`src/rtl/cache_arbiter.sv`:
```
// rtl/cache_arbiter.sv - arbitrates one pmem port between I-cache and D-cache.
// Optional round-robin grant on simultaneous requests via ARBITER_ROUND_ROBIN_EN.
module cache_arbiter #(
  parameter int LINE_WIDTH = 256,
  parameter int ADDR_WIDTH = 32
) (
  input  logic                  clk,
  input  logic                  rst,
  input  logic                  i_pmem_read,
  input  logic [ADDR_WIDTH-1:0] i_pmem_address,
  output logic [LINE_WIDTH-1:0] i_pmem_rdata,
  output logic                  i_pmem_resp,
  input  logic                  d_pmem_read,
  input  logic                  d_pmem_write,
  input  logic [ADDR_WIDTH-1:0] d_pmem_address,
  input  logic [LINE_WIDTH-1:0] d_pmem_wdata,
  output logic [LINE_WIDTH-1:0] d_pmem_rdata,
  output logic                  d_pmem_resp,
  output logic                  pmem_read,
  output logic                  pmem_write,
  output logic [ADDR_WIDTH-1:0] pmem_address,
  output logic [LINE_WIDTH-1:0] pmem_wdata,
  input  logic [LINE_WIDTH-1:0] pmem_rdata,
  input  logic                  pmem_resp
);

  typedef enum logic [1:0] {
    IDLE    = 2'd0,
    SERVE_I = 2'd1,
    SERVE_D = 2'd2
  } state_t;

  state_t state_q, state_d;
  logic   d_req, i_req;

  assign d_req = d_pmem_read | d_pmem_write;
  assign i_req = i_pmem_read;

`ifdef ARBITER_ROUND_ROBIN_EN
  // 1 when the D-cache owned the most recent completed transaction.
  logic last_d_q, last_d_d;
`endif

  always_comb begin
    state_d = state_q;
`ifdef ARBITER_ROUND_ROBIN_EN
    last_d_d = last_d_q;
`endif
    case (state_q)
      IDLE: begin
`ifdef ARBITER_ROUND_ROBIN_EN
        if (d_req && i_req) state_d = last_d_q ? SERVE_I : SERVE_D;
        else if (d_req)     state_d = SERVE_D;
        else if (i_req)     state_d = SERVE_I;
`else
        if (d_req)          state_d = SERVE_D;
        else if (i_req)     state_d = SERVE_I;
`endif
      end
      SERVE_I: begin
        if (pmem_resp) begin
          state_d = IDLE;
`ifdef ARBITER_ROUND_ROBIN_EN
          last_d_d = 1'b0;
`endif
        end
      end
      SERVE_D: begin
        if (pmem_resp) begin
          state_d = IDLE;
`ifdef ARBITER_ROUND_ROBIN_EN
          last_d_d = 1'b1;
`endif
        end
      end
      default: state_d = IDLE;
    endcase
  end

  always_ff @(posedge clk) begin
    if (rst) begin
      state_q <= IDLE;
`ifdef ARBITER_ROUND_ROBIN_EN
      last_d_q <= 1'b0;
`endif
    end else begin
      state_q <= state_d;
`ifdef ARBITER_ROUND_ROBIN_EN
      last_d_q <= last_d_d;
`endif
    end
  end

  // The registered grant steers the pmem port; requester fields pass through unregistered.
  always_comb begin
    pmem_read    = 1'b0;
    pmem_write   = 1'b0;
    pmem_address = '0;
    pmem_wdata   = '0;
    i_pmem_resp  = 1'b0;
    d_pmem_resp  = 1'b0;
    case (state_q)
      SERVE_I: begin
        pmem_read    = 1'b1;
        pmem_address = i_pmem_address;
        i_pmem_resp  = pmem_resp;
      end
      SERVE_D: begin
        pmem_read    = d_pmem_read & ~d_pmem_write;
        pmem_write   = d_pmem_write;
        pmem_address = d_pmem_address;
        pmem_wdata   = d_pmem_wdata;
        d_pmem_resp  = pmem_resp;
      end
      default: ;
    endcase
  end

  assign i_pmem_rdata = pmem_rdata;
  assign d_pmem_rdata = pmem_rdata;

endmodule
```
`config.mk`:
```
export PLATFORM = sky130hd
export DESIGN_NAME = cache_arbiter
export DESIGN_NICKNAME = d
export VERILOG_FILES = /design/src/rtl/cache_arbiter.sv
export SDC_FILE = /design/constraint.sdc
export NUM_CORES = 1
export LEC_CHECK = 0
export CORE_AREA = 2 2 544 546
export DETAILED_ROUTE_END_ITERATION = 8
export DIE_AREA = 0 0 546 548
export GPL_ROUTABILITY_DRIVEN = 0
export HOLD_SLACK_MARGIN = 0.08
export PLACE_DENSITY = 0.3
export SKIP_CTS_REPAIR_TIMING = 1
export SLEW_MARGIN = 20
export SYNTH_ARGS = -nofsm -noshare
export SYNTH_HDL_FRONTEND = slang
export SYNTH_SLANG_ARGS = --single-unit
```
`constraint.sdc`:
```
create_clock -name clk -period 1.25 [get_ports clk]
set_clock_uncertainty 0.1 [all_clocks]
set_input_delay 0.125 -clock clk [delete_from_list [all_inputs] [get_ports clk]]
set_output_delay 0.125 -clock clk [all_outputs]
set_load 0.03 [all_outputs]
```
==> results.py, run 1 <==
metrics = {
    "pwr": {
        "peakVddDrop_v": 0.000439,
        "power_density_nw_per_um2": 709,
        "power.leakage_nw": 5.56,
    },
    "run_status": {
        "status": "finished, violations left",
        "violations": "negative setup slack",
    },
    "synth": {
        "synth_cells": 894,
        "ys_ff_latch": 2,
        "netlist_area_um2": 6270,
        "synth_most_common_cell": "buf_4",
        "synth.avg_cell_area_um2": 7.02,
        "ys_top_cells_by_area": "buf_4, and2_1, a22oi_1",
        "synth_edf_count": 0,
        "synthDominantCellAreaShare_pct": 61.3,
        "async_reset_ff_share_pct": 0,
        "synthFlopType": "dfxtp_1",
        "synth_cell_types": 19,
        "syn_nets": 1480,
        "seq_area_frac_synth_pct": 0.638,
        "yosys.area.top_type": "buf_4",
        "ys_warn_count": 0,
        "ys_top_cells_by_count": "buf_4, and2_1, nor2b_1",
    },
    "critical_path": {
        "cp-end-kind": "output pin",
        "worstPathRequired_ns": 1.02,
        "worst-r2r-setup-slack_ns": -0.38,
        "arrival_ns": 1.67,
        "path_class": "flop to output pin",
        "cp_max_fo": 7,
        "start_kind": "flop",
    },
    "final_layout": {
        "final_layout_size_suffix_gt1_share_pct": 66.8,
        "final_cells": 4960,
        "nNetsFinal": 1610,
        "post-route-util_pct": 6.21,
        "nFillCells": 34400,
        "largestRegisters": "state_q x2",
        "largest-register": "state_q",
        "ff_latch_area_um2": 45.0,
        "design_area_um2": 18200,
        "largest_reg_flops": 2,
        "area_growth_pct": 190,
        "multi_input_area_um2": 3180,
    },
    "grt": {
        "grt_usage_pct": 12.4,
        "antenna_found_initial": 159,
        "met2_usage_pct": 19.4,
        "grt_pass1_wl_mm": 212,
        "use_met3_pct": 15.9,
        "grt_busiest_layer": "met2",
        "grt_use_met1_pct": 9.30,
        "overflow": 0,
        "grt_pass1_vias": 7043,
        "grt_max_degree": 36,
    },
    "die": {
        "ioPinCount": 1386,
        "die_x_um": 546,
        "coreArea_um2": 293000,
        "die_h_um": 548,
        "die_area_um2": 299000,
        "initial_utilization_pct": 2.14,
        "rows": 199,
    },
    "sta": {
        "setup_viol": 294,
        "tightest_slew_ns": 0.460,
        "final.setup.tns_ns": -167.14,
        "grt_setup_unrepaired": "yes",
        "relSlewSlack_pct": 69.2,
        "fin_ws_ns": -0.641,
        "period_share_pct": 151,
        "drv_slew": 0,
        "fmax_mhz": 529,
        "hold_viol_final": 0,
        "period_needed_ns": 1.89,
    },
    "cts": {
        "cts.clk_slew.worst_paths_ns": 0.03,
        "cts-htree-levels": 1,
        "cts-buffers-inserted": 3,
        "clockBufferDepth": 2,
        "cts.sinks": 2,
        "cts_tree": "yes",
        "clk_latency_ns": 0.22,
        "cts-root-buf": "clkbuf_16",
    },
    "run": {
        "max_cap_viol_count": 0,
    },
    "worst_hold_path": {
        "hold_class": "input pin to output pin",
    },
    "place": {
        "dp.final_hpwl_mm": 189,
        "dpl-instance-area_um2": 16900,
        "place_inst": 4904,
        "port_buffers": 617,
    },
    "drt": {
        "wl_mm": 198,
        "initialDrtViolationCount": 244,
        "wl_per_cell_um": 40.0,
        "drc_errors": 0,
        "vias": 7209,
        "first_pass_iters": 4,
        "routed_via_density": 1.45,
        "antenna_left": 0,
    },
}
==> per-stage QoR <==
| stage | worst slack (ns) | power, mW | hold WS [ns] |
|---|---|---|---|
| 3_5_place_dp | -0.559 | 11.0 | 0.150 |
| 6_report | -0.641 | 12.9 | 0.150 |
| 2_1_floorplan | -0.166 | 6.66 | 0.0941 |
| 3_3_place_gp | -0.578 | 11.0 | 0.150 |
| 5_1_grt | -0.680 | 13.5 | 0.150 |
| 4_1_cts | -0.816 | 11.5 | 0.150 |
==> final timing paths <==
| check | startpoint | to | depth (start not counted) |
|---|---|---|---|
| max reg2reg | state_q[0] | state_q[1] | 7 |
| min reg2reg | state_q[1] | state_q[1] | 2 |
| min | pmem_rdata[84] | d_pmem_rdata[84] | 0 |
| max | state_q[0] | pmem_wdata[249] | 8 |
==> critical path, cell delays in order, from the launching register on <==
cell	delay [ns]
dfxtp_2	0.34
inv_4	0.05
ha_4	0.18
buf_12	0.15
buf_12	0.13
clkbuf_16	0.16
buf_8	0.13
and2_4	0.15
buf_12	0.14
==> cell type report <==
| class | instances | area share (%) |
|---|---|---|
| well taps | 3919 | 26.9 |
| clock buffers | 3 | 0.412 |
| diodes | 19 | 0.261 |
| inverters | 2 | 0.0550 |
| multi-input cells | 340 | 17.5 |
| flip-flops and latches | 2 | 0.247 |
| repair buffers | 675 | 54.6 |
==> where the power goes <==
part | total, mW | internal, mW | switching (mW)
Clock | 0.481 | 0.407 | 0.0742
Sequential | 0.0896 | 0.0747 | 0.0149
Combinational | 12.3 | 6.30 | 6.03
==> cells in the final DEF, fill, tap and decap left out <==
master / n
a21oi_1: 3
o21ai_0: 1
buf_12: 278
and2_4: 190
dfxtp_2: 1
inv_4: 1
nand2b_1: 1
nor2b_4: 33
buf_8: 8
nor2b_1: 1
and2_2: 69
buf_16: 6
clkbuf_16: 20
a22oi_1: 4
nand2_1: 1
nor3_1: 1
ha_4: 4
dfxtp_4: 1
o21a_2: 1
nand3b_1: 1
diode_2: 19
nor2_2: 1
buf_4: 14
buf_6: 27
clkdlybuf4s50_1: 325
nor2_1: 1
inv_2: 1
a22oi_2: 28
==> per-layer routing <==
metal  routed length (µm)  up-vias  part of all wire, %
li1                     -     2498                    -
met1                50800     2873                   26
met2                85800     1371                   43
met3                55400      445                   28
met4                 6100       22                  3.1
met5                  316        -                 0.16
==> cells by family (layout without fill, tap and decap cells) <==
group,count (synthesis),after routing,share of synthesized area [%]
other,0,19,0
buffers and inverters,552,680,64.6
AOI/OAI and AO/OA,37,37,4.27
adders and majority gates,4,4,0.798
and+or+nand+nor,299,299,29.7
DFF,2,2,0.638
Note: power is estimated with default switching activity, not from simulation.
==> run 2, diff against run 1 <==
- CORE_AREA: 2 2 544 546 -> 2 2 546 548
- CTS_CLUSTER_SIZE: default -> 24
- DIE_AREA: 0 0 546 548 -> 0 0 548 550
- DONT_BUFFER_PORTS: default -> 1
==> run 2 against run 1 <==
The run still ends with negative setup slack left. Sequential cell count did not move. Sequential share of layout area is 0.087 points higher. Total power shrank 20%. Critical path depth decreased by 1. Die area increased by 0.73%. First-iteration DRC count is 16% lower. Worst hold slack got worse by 0.13 ns. Design area shrank 26%. Wire length shrank 3.9%. Utilization fell by 1.6 points.
==> results.py, run 2 (synthesis results as in run 1) <==
metrics = {
    "critical_path": {
        "crit_start": "state_q[0]",
        "start_kind": "flop",
        "worstPathRequired_ns": 1.02,
        "crit_path_end": "pmem_wdata[107]",
        "reg2reg_depth": 7,
        "arrival_ns": 1.64,
        "r2r_start": "state_q[0]",
        "cp_max_fo": 9,
        "r2r-end": "state_q[0]",
        "path_class": "flop to output pin",
        "cp-end-kind": "output pin",
        "worst-r2r-setup-slack_ns": -0.40,
    },
    "sta": {
        "drv_slew": 0,
        "relSlewSlack_pct": 80.4,
        "fin_ws_ns": -0.620,
        "setup_viol": 294,
        "tightest_slew_ns": 0.294,
        "fmax_mhz": 535,
        "period_needed_ns": 1.87,
        "period_share_pct": 150,
        "grt_setup_unrepaired": "yes",
        "hold_viol_final": 0,
    },
    "grt": {
        "overflow": 0,
        "grt_pass1_vias": 5299,
        "grt_max_degree": 73,
        "grt_usage_pct": 11.9,
        "antenna_found_initial": 174,
        "grt_pass1_wl_mm": 203,
    },
    "pwr": {
        "peakVddDrop_v": 0.000360,
        "power.leakage_nw": 3.54,
        "power_density_nw_per_um2": 770,
        "p_total_mw": 10.4,
    },
    "drt": {
        "wl_mm": 191,
        "vias": 5645,
        "first_pass_iters": 4,
        "routed_via_density": 1.22,
        "initialDrtViolationCount": 204,
        "drc_errors": 0,
        "wl_per_cell_um": 41.4,
        "antenna_left": 0,
    },
    "die": {
        "rows": 200,
        "die_h_um": 550,
        "ioPinCount": 1386,
        "coreArea_um2": 296000,
        "initial_utilization_pct": 2.12,
        "die_x_um": 548,
        "die_area_um2": 301000,
    },
    "cts": {
        "cts_tree": "yes",
        "cts-htree-levels": 1,
        "cts.sinks": 2,
        "clk_latency_ns": 0.22,
        "cts.clk_slew.worst_paths_ns": 0.03,
        "cts-buffers-inserted": 3,
        "cts-root-buf": "clkbuf_16",
        "clockBufferDepth": 2,
    },
    "final_layout": {
        "largest_reg_flops": 2,
        "area_growth_pct": 115,
        "layout_commonest_cell": "buf_12",
        "nFillCells": 34800,
        "final_layout_size_suffix_gt1_share_pct": 94.2,
        "largest-register": "state_q",
        "nNetsFinal": 1214,
        "final_cell_mix": "buf_12, and2_2, and2_4",
        "ff_latch_area_um2": 45.0,
        "multi_input_area_um2": 2980,
        "design_area_um2": 13500,
        "largestRegisters": "state_q x2",
        "final_cells": 4611,
    },
    "run_status": {
        "violations": "negative setup slack",
        "status": "finished, violations left",
    },
    "place": {
        "place_inst": 4538,
        "dp.final_hpwl_mm": 184,
        "dpl-instance-area_um2": 12700,
        "port_buffers": 0,
    },
    "run": {
        "max_cap_viol_count": 0,
    },
    "worst_hold_path": {
        "hold_class": "input pin to flop",
    },
}
run 2: cell count changes in the layout (fill, tap and decap cells not counted), sizes merged:
cell	change
buf	-65
diode	+27
clkdlybuf4s50	-325
clkbuf	-8
dlygate4sd3	+2
run 2: area by class of cell:
class,count,area share [%]
antenna,46,0.854
clock buffer,3,0.557
inverter,2,0.0928
multi-input combinational,340,22.1
sequential,2,0.334
tap,3939,36.5
timing repair buffer,279,39.5
run 2: report_power, final:
part / switching, mW / leakage [nW] / internal, mW / total [mW]
registers: 0.0132 / 0.0175 / 0.0746 / 0.0878
clock network: 0.0711 / 0.0373 / 0.407 / 0.478
logic: 5.50 / 3.49 / 4.31 / 9.81
total: 5.58 / 3.54 / 4.80 / 10.4
run 2: worst min path at each step:
stage | startpoint | slack (ns) | endpoint | cells past startpoint
4_1_cts | rst | -0.12 | state_q[1] | 1
2_1_floorplan | rst | 0.09 | state_q[1] | 1
6_report | i_pmem_read | 0.02 | state_q[0] | 2
3_3_place_gp | rst | 0.10 | state_q[1] | 1
3_5_place_dp | rst | 0.11 | state_q[1] | 1
5_1_grt | i_pmem_read | 0.1 | state_q[0] | 2
run 2: critical path: stages (launching register included):
cell and delay [ns]:
dfxtp_2 0.35, inv_4 0.05, ha_4 0.16, buf_12 0.15, buf_12 0.16, clkbuf_16 0.16
and2_2 0.19, buf_12 0.15
run 2: layer usage:
| layer | share of wire, % | vias to the layer above | GRT usage (%) |
|---|---|---|---|
| li1 | - | 1731 | - |
| met1 | 24 | 2144 | 8.46 |
| met2 | 42 | 1295 | 18.0 |
| met3 | 30 | 457 | 16.8 |
| met4 | 3.4 | 18 | 2.80 |
| met5 | 0.068 | - | 0 |
run 2: stage by stage:
| stage | util [%] | worst slack (ns) | setup TNS (ns) | hold slack [ns] |
|---|---|---|---|---|
| after floorplan | - | -0.166 | -44.28 | 0.0941 |
| after CTS | 4.33 | -0.772 | -200.36 | -0.125 |
| final | 4.56 | -0.620 | -161.82 | 0.0169 |
| after detailed placement | 4.30 | -0.520 | -126.63 | 0.107 |
| after global placement | 4.30 | -0.443 | -110.21 | 0.101 |
| after global routing | 4.56 | -0.674 | -177.22 | 0.0965 |
==> run 3, diff against run 2 <==
- CORE_AREA: 2 2 546 548 -> 5 5 534 536
- DIE_AREA: 0 0 548 550 -> 0 0 539 541
==> run 3 against run 2 <==
Combinational power grew 0.9%. Utilization grew 0.19 points. Worst hold slack gained 0.046 ns. Critical path depth is the same. Via count grew 1.7%. The run still ends with negative setup slack left.
==> results.py, run 3 (synthesis results as in run 1) <==
metrics = {
    "run_status": {
        "status": "finished, violations left",
        "violations": "negative setup slack",
    },
    "critical_path": {
        "crit_top_cell": "buf_12",
        "start_kind": "flop",
        "path_class": "flop to output pin",
        "worstPathRequired_ns": 1.02,
        "cp_cell_sequence": "inv_4, ha_4, buf_12, clkbuf_16, buf_12, and2_2, buf_12",
        "arrival_ns": 1.72,
        "cp-end-kind": "output pin",
        "max_stage_delay_ns": 0.34,
        "slowest_stage": "dfxtp_2",
        "cp_max_fo": 17,
    },
    "drt": {
        "initialDrtViolationCount": 236,
        "antenna_left": 0,
        "vias": 5740,
        "wl_mm": 188,
        "routed_via_density": 1.30,
        "drc_errors": 0,
        "first_pass_iters": 4,
        "wl_per_cell_um": 42.6,
    },
    "pwr": {
        "clkPwrFrac_pct": 4.6,
        "power.leakage_nw": 3.59,
        "peakVddDrop_v": 0.000332,
        "power_density_nw_per_um2": 786,
        "p_int_mw": 5.01,
        "switching_share_pct": 52.1,
        "p_total_mw": 10.5,
        "power_frac_comb_pct": 94.6,
        "power.net_switching_mw": 5.46,
        "power_frac_seq_pct": 0.8,
    },
    "cts": {
        "cts-buffers-inserted": 3,
        "cts.clk_slew.worst_paths_ns": 0.03,
        "cts-root-buf": "clkbuf_16",
        "cts_tree": "yes",
        "clockBufferDepth": 2,
        "cts.sinks": 2,
        "clk_latency_ns": 0.23,
        "cts-htree-levels": 1,
    },
    "die": {
        "initial_utilization_pct": 2.24,
        "die_h_um": 541,
        "die_area_um2": 292000,
        "ioPinCount": 1386,
        "rows": 195,
        "coreArea_um2": 280000,
        "die_x_um": 539,
    },
    "sta": {
        "setup_viol": 294,
        "hold_viol_final": 0,
        "final.setup.tns_ns": -172.69,
        "period_share_pct": 156,
        "grt_setup_unrepaired": "yes",
        "relSlewSlack_pct": 81.9,
        "fmax_mhz": 514,
        "period_needed_ns": 1.94,
        "fin_ws_ns": -0.694,
        "holdWs_ns": 0.0632,
        "tightest_slew_ns": 0.272,
        "drv_slew": 0,
    },
    "grt": {
        "grt_pass1_vias": 5282,
        "grt_max_degree": 70,
        "grt_pass1_wl_mm": 193,
        "antenna_found_initial": 166,
        "grt_usage_pct": 11.7,
        "overflow": 0,
    },
    "final_layout": {
        "largest-register": "state_q",
        "final_cell_mix": "buf_12, and2_4, and2_2",
        "final_layout_size_suffix_gt1_share_pct": 92.7,
        "area_growth_pct": 112,
        "largest_reg_flops": 2,
        "largestRegisters": "state_q x2",
        "nNetsFinal": 1202,
        "layout_commonest_cell": "buf_12",
    },
    "run": {
        "max_cap_viol_count": 0,
    },
    "place": {
        "dp.final_hpwl_mm": 176,
        "port_buffers": 0,
    },
    "worst_hold_path": {
        "hold_class": "input pin to flop",
    },
}
## run 3: layout make-up
cell class,count,area (µm²)
inverters,2,10.0
clock buffers,3,75.1
repair buffers,267,5280
diodes,56,140
flip-flops and latches,2,45.0
fillers,33000,267000
well taps,3743,4680
multi-input cells,340,3100
## run 3: critical path: cells and delay by family, from the launching register on
family	cells	cell delay (ns)
AND/OR/NAND/NOR	1	0.19
flip-flops	1	0.34
buffers and inverters	5	0.74
adder cells (fa/ha/maj)	1	0.18
## run 3: power by group through the flow
stage	combinational (mW)	clock, mW	sequential, mW
6_report	9.90	0.485	0.0860
5_1_grt	10.4	0.499	0.0870
4_1_cts	8.50	0.491	0.0819
3_5_place_dp	8.48	0	0.0826
3_3_place_gp	8.44	0	0.0821
2_1_floorplan	6.58	0	0.0782
## run 3: final timing paths
path,end,slack [ns],depth (start not counted),startpoint
min,state_q[1],0.06,3,i_pmem_read
min reg2reg,state_q[1],0.43,2,state_q[1]
max,pmem_wdata[75],-0.69,7,state_q[0]
max reg2reg,state_q[0],-0.38,7,state_q[0]
## run 3: per-stage QoR
stage               worst slack (ns)  cells  utilization, %  area (µm²)
floorplan                     -0.166    894               -        6930
global placement              -0.616   4317            4.30       12100
detailed placement            -0.605   4317            4.30       12100
CTS                           -0.851   4320            4.33       12100
global route                  -0.749   4386            4.73       13300
finish                        -0.694   4413            4.75       13300
## run 3: routing by layer
layer  vias to the layer above  track usage, %  wire length, µm
met2                      1282            17.5            79300
li1                       1732               -                -
met5                         -           0.181              220
met3                       458            17.0            57000
met4                        26            3.08             6630
met1                      2242            8.07            44900
==> variant (flow settings as in run 1) <==
Build with the macro `ARBITER_ROUND_ROBIN_EN` defined.
--- a/src/rtl/cache_arbiter.sv
+++ b/src/rtl/cache_arbiter.sv
@@ -1,5 +1,7 @@
 // rtl/cache_arbiter.sv - arbitrates one pmem port between I-cache and D-cache.
 // Optional round-robin grant on simultaneous requests via ARBITER_ROUND_ROBIN_EN.
+`define ARBITER_ROUND_ROBIN_EN
+
 module cache_arbiter #(
   parameter int LINE_WIDTH = 256,
   parameter int ADDR_WIDTH = 32
Function: not settled (the Yosys comparison gave no result); the edit may change what the design does.
==> variant against run 1 <==
- the run still ends with setup timing left
- synthesized area up 0.80%
- global-route usage is 0.34 points lower
- power is 13% lower
- sequential cell count grew 1
- via count shrank 0.19%
- clock power up 6.0%
- cell area is 1.9% lower
- die area unchanged
- core utilization fell by 0.12 points
- routed wire length is 4.3% lower
- worst setup slack gained 0.011 ns
- critical endpoint is now pmem_wdata[58]
==> variant: results (changes against run 1) <==
Outcome
  • Status: finished with violations (unchanged)
  • Violated checks: setup timing (unchanged)

Synth
  • Ys flop type: dfxtp_1 (unchanged)
  • Syn Nets: 1486 (was 1480)
  • Dominant cells by area after synthesis: buf_4 61%, and2_1 26%, a22oi_1 3.9% (was buf_4 61%, and2_1 26%, a22oi_1 3.8%)
  • Yosys warns: 0 (unchanged)
  • Commonest cells post-synth: 513 x buf_4, 258 x and2_1, 33 x a22oi_1, 33 x nor2b_1, 20 x clkbuf_2 (was 512 x buf_4, 259 x and2_1, 34 x nor2b_1, 32 x a22oi_1, 20 x clkbuf_2)
  • Post-synthesis adder-cell area fraction: 0.7913% (was 0.7976%)
  • Cell variety after synth: 20 (was 19)
  • Synth Area in Compound Gates: 4.491% (was 4.267%)
  • Sequential area share after synthesis: 0.9496% (was 0.6381%)

Power
  • Internal Power: 6.018 mW (was 6.779 mW)
  • Peak VDD IR: 0.0003032 V (was 0.0004388 V)
  • Lkg Pwr: 5.319 nW (was 5.559 nW)

CTS
  • Max clock buf depth: 2 (unchanged)
  • Reg clk slew, reported paths: 0.03 ns (about the same)
  • CTS Buf Count: 3 (unchanged)
  • Clk root buf: clkbuf_16 (unchanged)

STA
  • Final setup margin: -0.6304 ns (was -0.6412 ns)
  • Relative slew slack: 52.50% (was 69.24%)
  • Final TNS setup: -163.63 ns (was -167.14 ns)
  • Final setup fails: 295 (was 294)

Global route
  • First-pass GRT wire length: 207200 um (was 212000 um)
  • Largest net degree at the start of global routing: 65 (was 36)
  • Vias in the first global route: 7057 (was 7043)
  • Tot GR Track Use: 12.08% (was 12.42%)
  • Number of antenna violations at the first check in global routing: 186 (was 159)

Cells and area
  • Filler Cell Count: 34360 (was 34380)
  • Fin nets: 1598 (was 1610)
  • Top flop regs: state_q: 2 flops, last_d_q: 1 flops (was state_q: 2 flops)
  • Layout cell share with drive strength beyond 1: 62.51% (was 66.83%)

Routing
  • Final WL: 190000 um (was 198400 um)
  • Drt initial violations: 201 (was 244)
  • Vias: 7195 (was 7209)

Placement
  • Hpwl dp: 182800 um (was 188700 um)
  • Area after DPL: 0.01720 mm^2 (was 0.01690 mm^2)
  • Buffers on Ports: 617 (unchanged)

Worst setup path
  • CP max stage delay: 0.35 ns
  • Crit Path Max Fanout: 20 (was 7)
variant: worst paths after layout:
kind	endpoint	startpoint	slack, ns	depth (start not counted)
worst max-delay path	pmem_wdata[58]	state_q[0]	-0.63	7
worst min-delay path	d_pmem_rdata[68]	pmem_rdata[68]	0.15	0
worst max register to register	state_q[1]	state_q[0]	-0.37	7
worst min register to register	last_d_q	last_d_q	0.44	2
variant: metal layers:
layer  global-route usage [%]  part of all wire (%)  vias up
met1                    9.898                    28     2842
met3                    15.25                    27      446
met5                   0.1899                  0.14        -
met4                    2.557                   3.2       32
li1                         -                     -     2495
met2                    17.96                    41     1380
variant: cell families after synthesis:
logic type               after synthesis
adder cells (fa/ha/maj)                4
AND/OR/NAND/NOR                      300
buffers and inverters                554
flip-flops                             3
AO/OA/AOI/OAI                         39
variant: final cells by class:
cell class                 instances  area [um^2]  share of cell area (%)
sequential                         3        65.06                  0.3643
inverter                           3        13.76                 0.07706
clock buffer                       4        78.83                  0.4414
timing repair buffer             658         9701                   54.32
antenna                           21        52.55                  0.2942
multi-input combinational        343         3045                   17.05
tap                             3919         4903                   27.46
variant: worst max-delay path: cells and delay by family, from the launching register on:
family / cells / cell delay, ns
flops: 1 / 0.35
buf+inv: 5 / 0.67
simple gates: 1 / 0.20
fa+ha+maj: 1 / 0.17
variant: per-stage QoR:
step / util [%] / hold slack [ns] / setup slack, ns / cells
3_3_place_gp: 5.870 / 0.1504 / -0.4466 / 4910
5_1_grt: 6.079 / 0.1501 / -0.6646 / 4933
3_5_place_dp: 5.870 / 0.1504 / -0.4553 / 4910
6_report: 6.094 / 0.1500 / -0.6304 / 4951
2_1_floorplan: - / 0.08665 / -0.1274 / 900
4_1_cts: 5.897 / 0.1504 / -0.6911 / 4914
variant: power groups by stage:
stage	Sequential, mW	Clock, mW	Combinational [mW]
finish	0.126	0.510	10.6
CTS	0.121	0.514	10.1
floorplan	0.117	0	6.44
global route	0.128	0.527	11.1
detailed placement	0.122	0	10.1
global placement	0.121	0	10.1
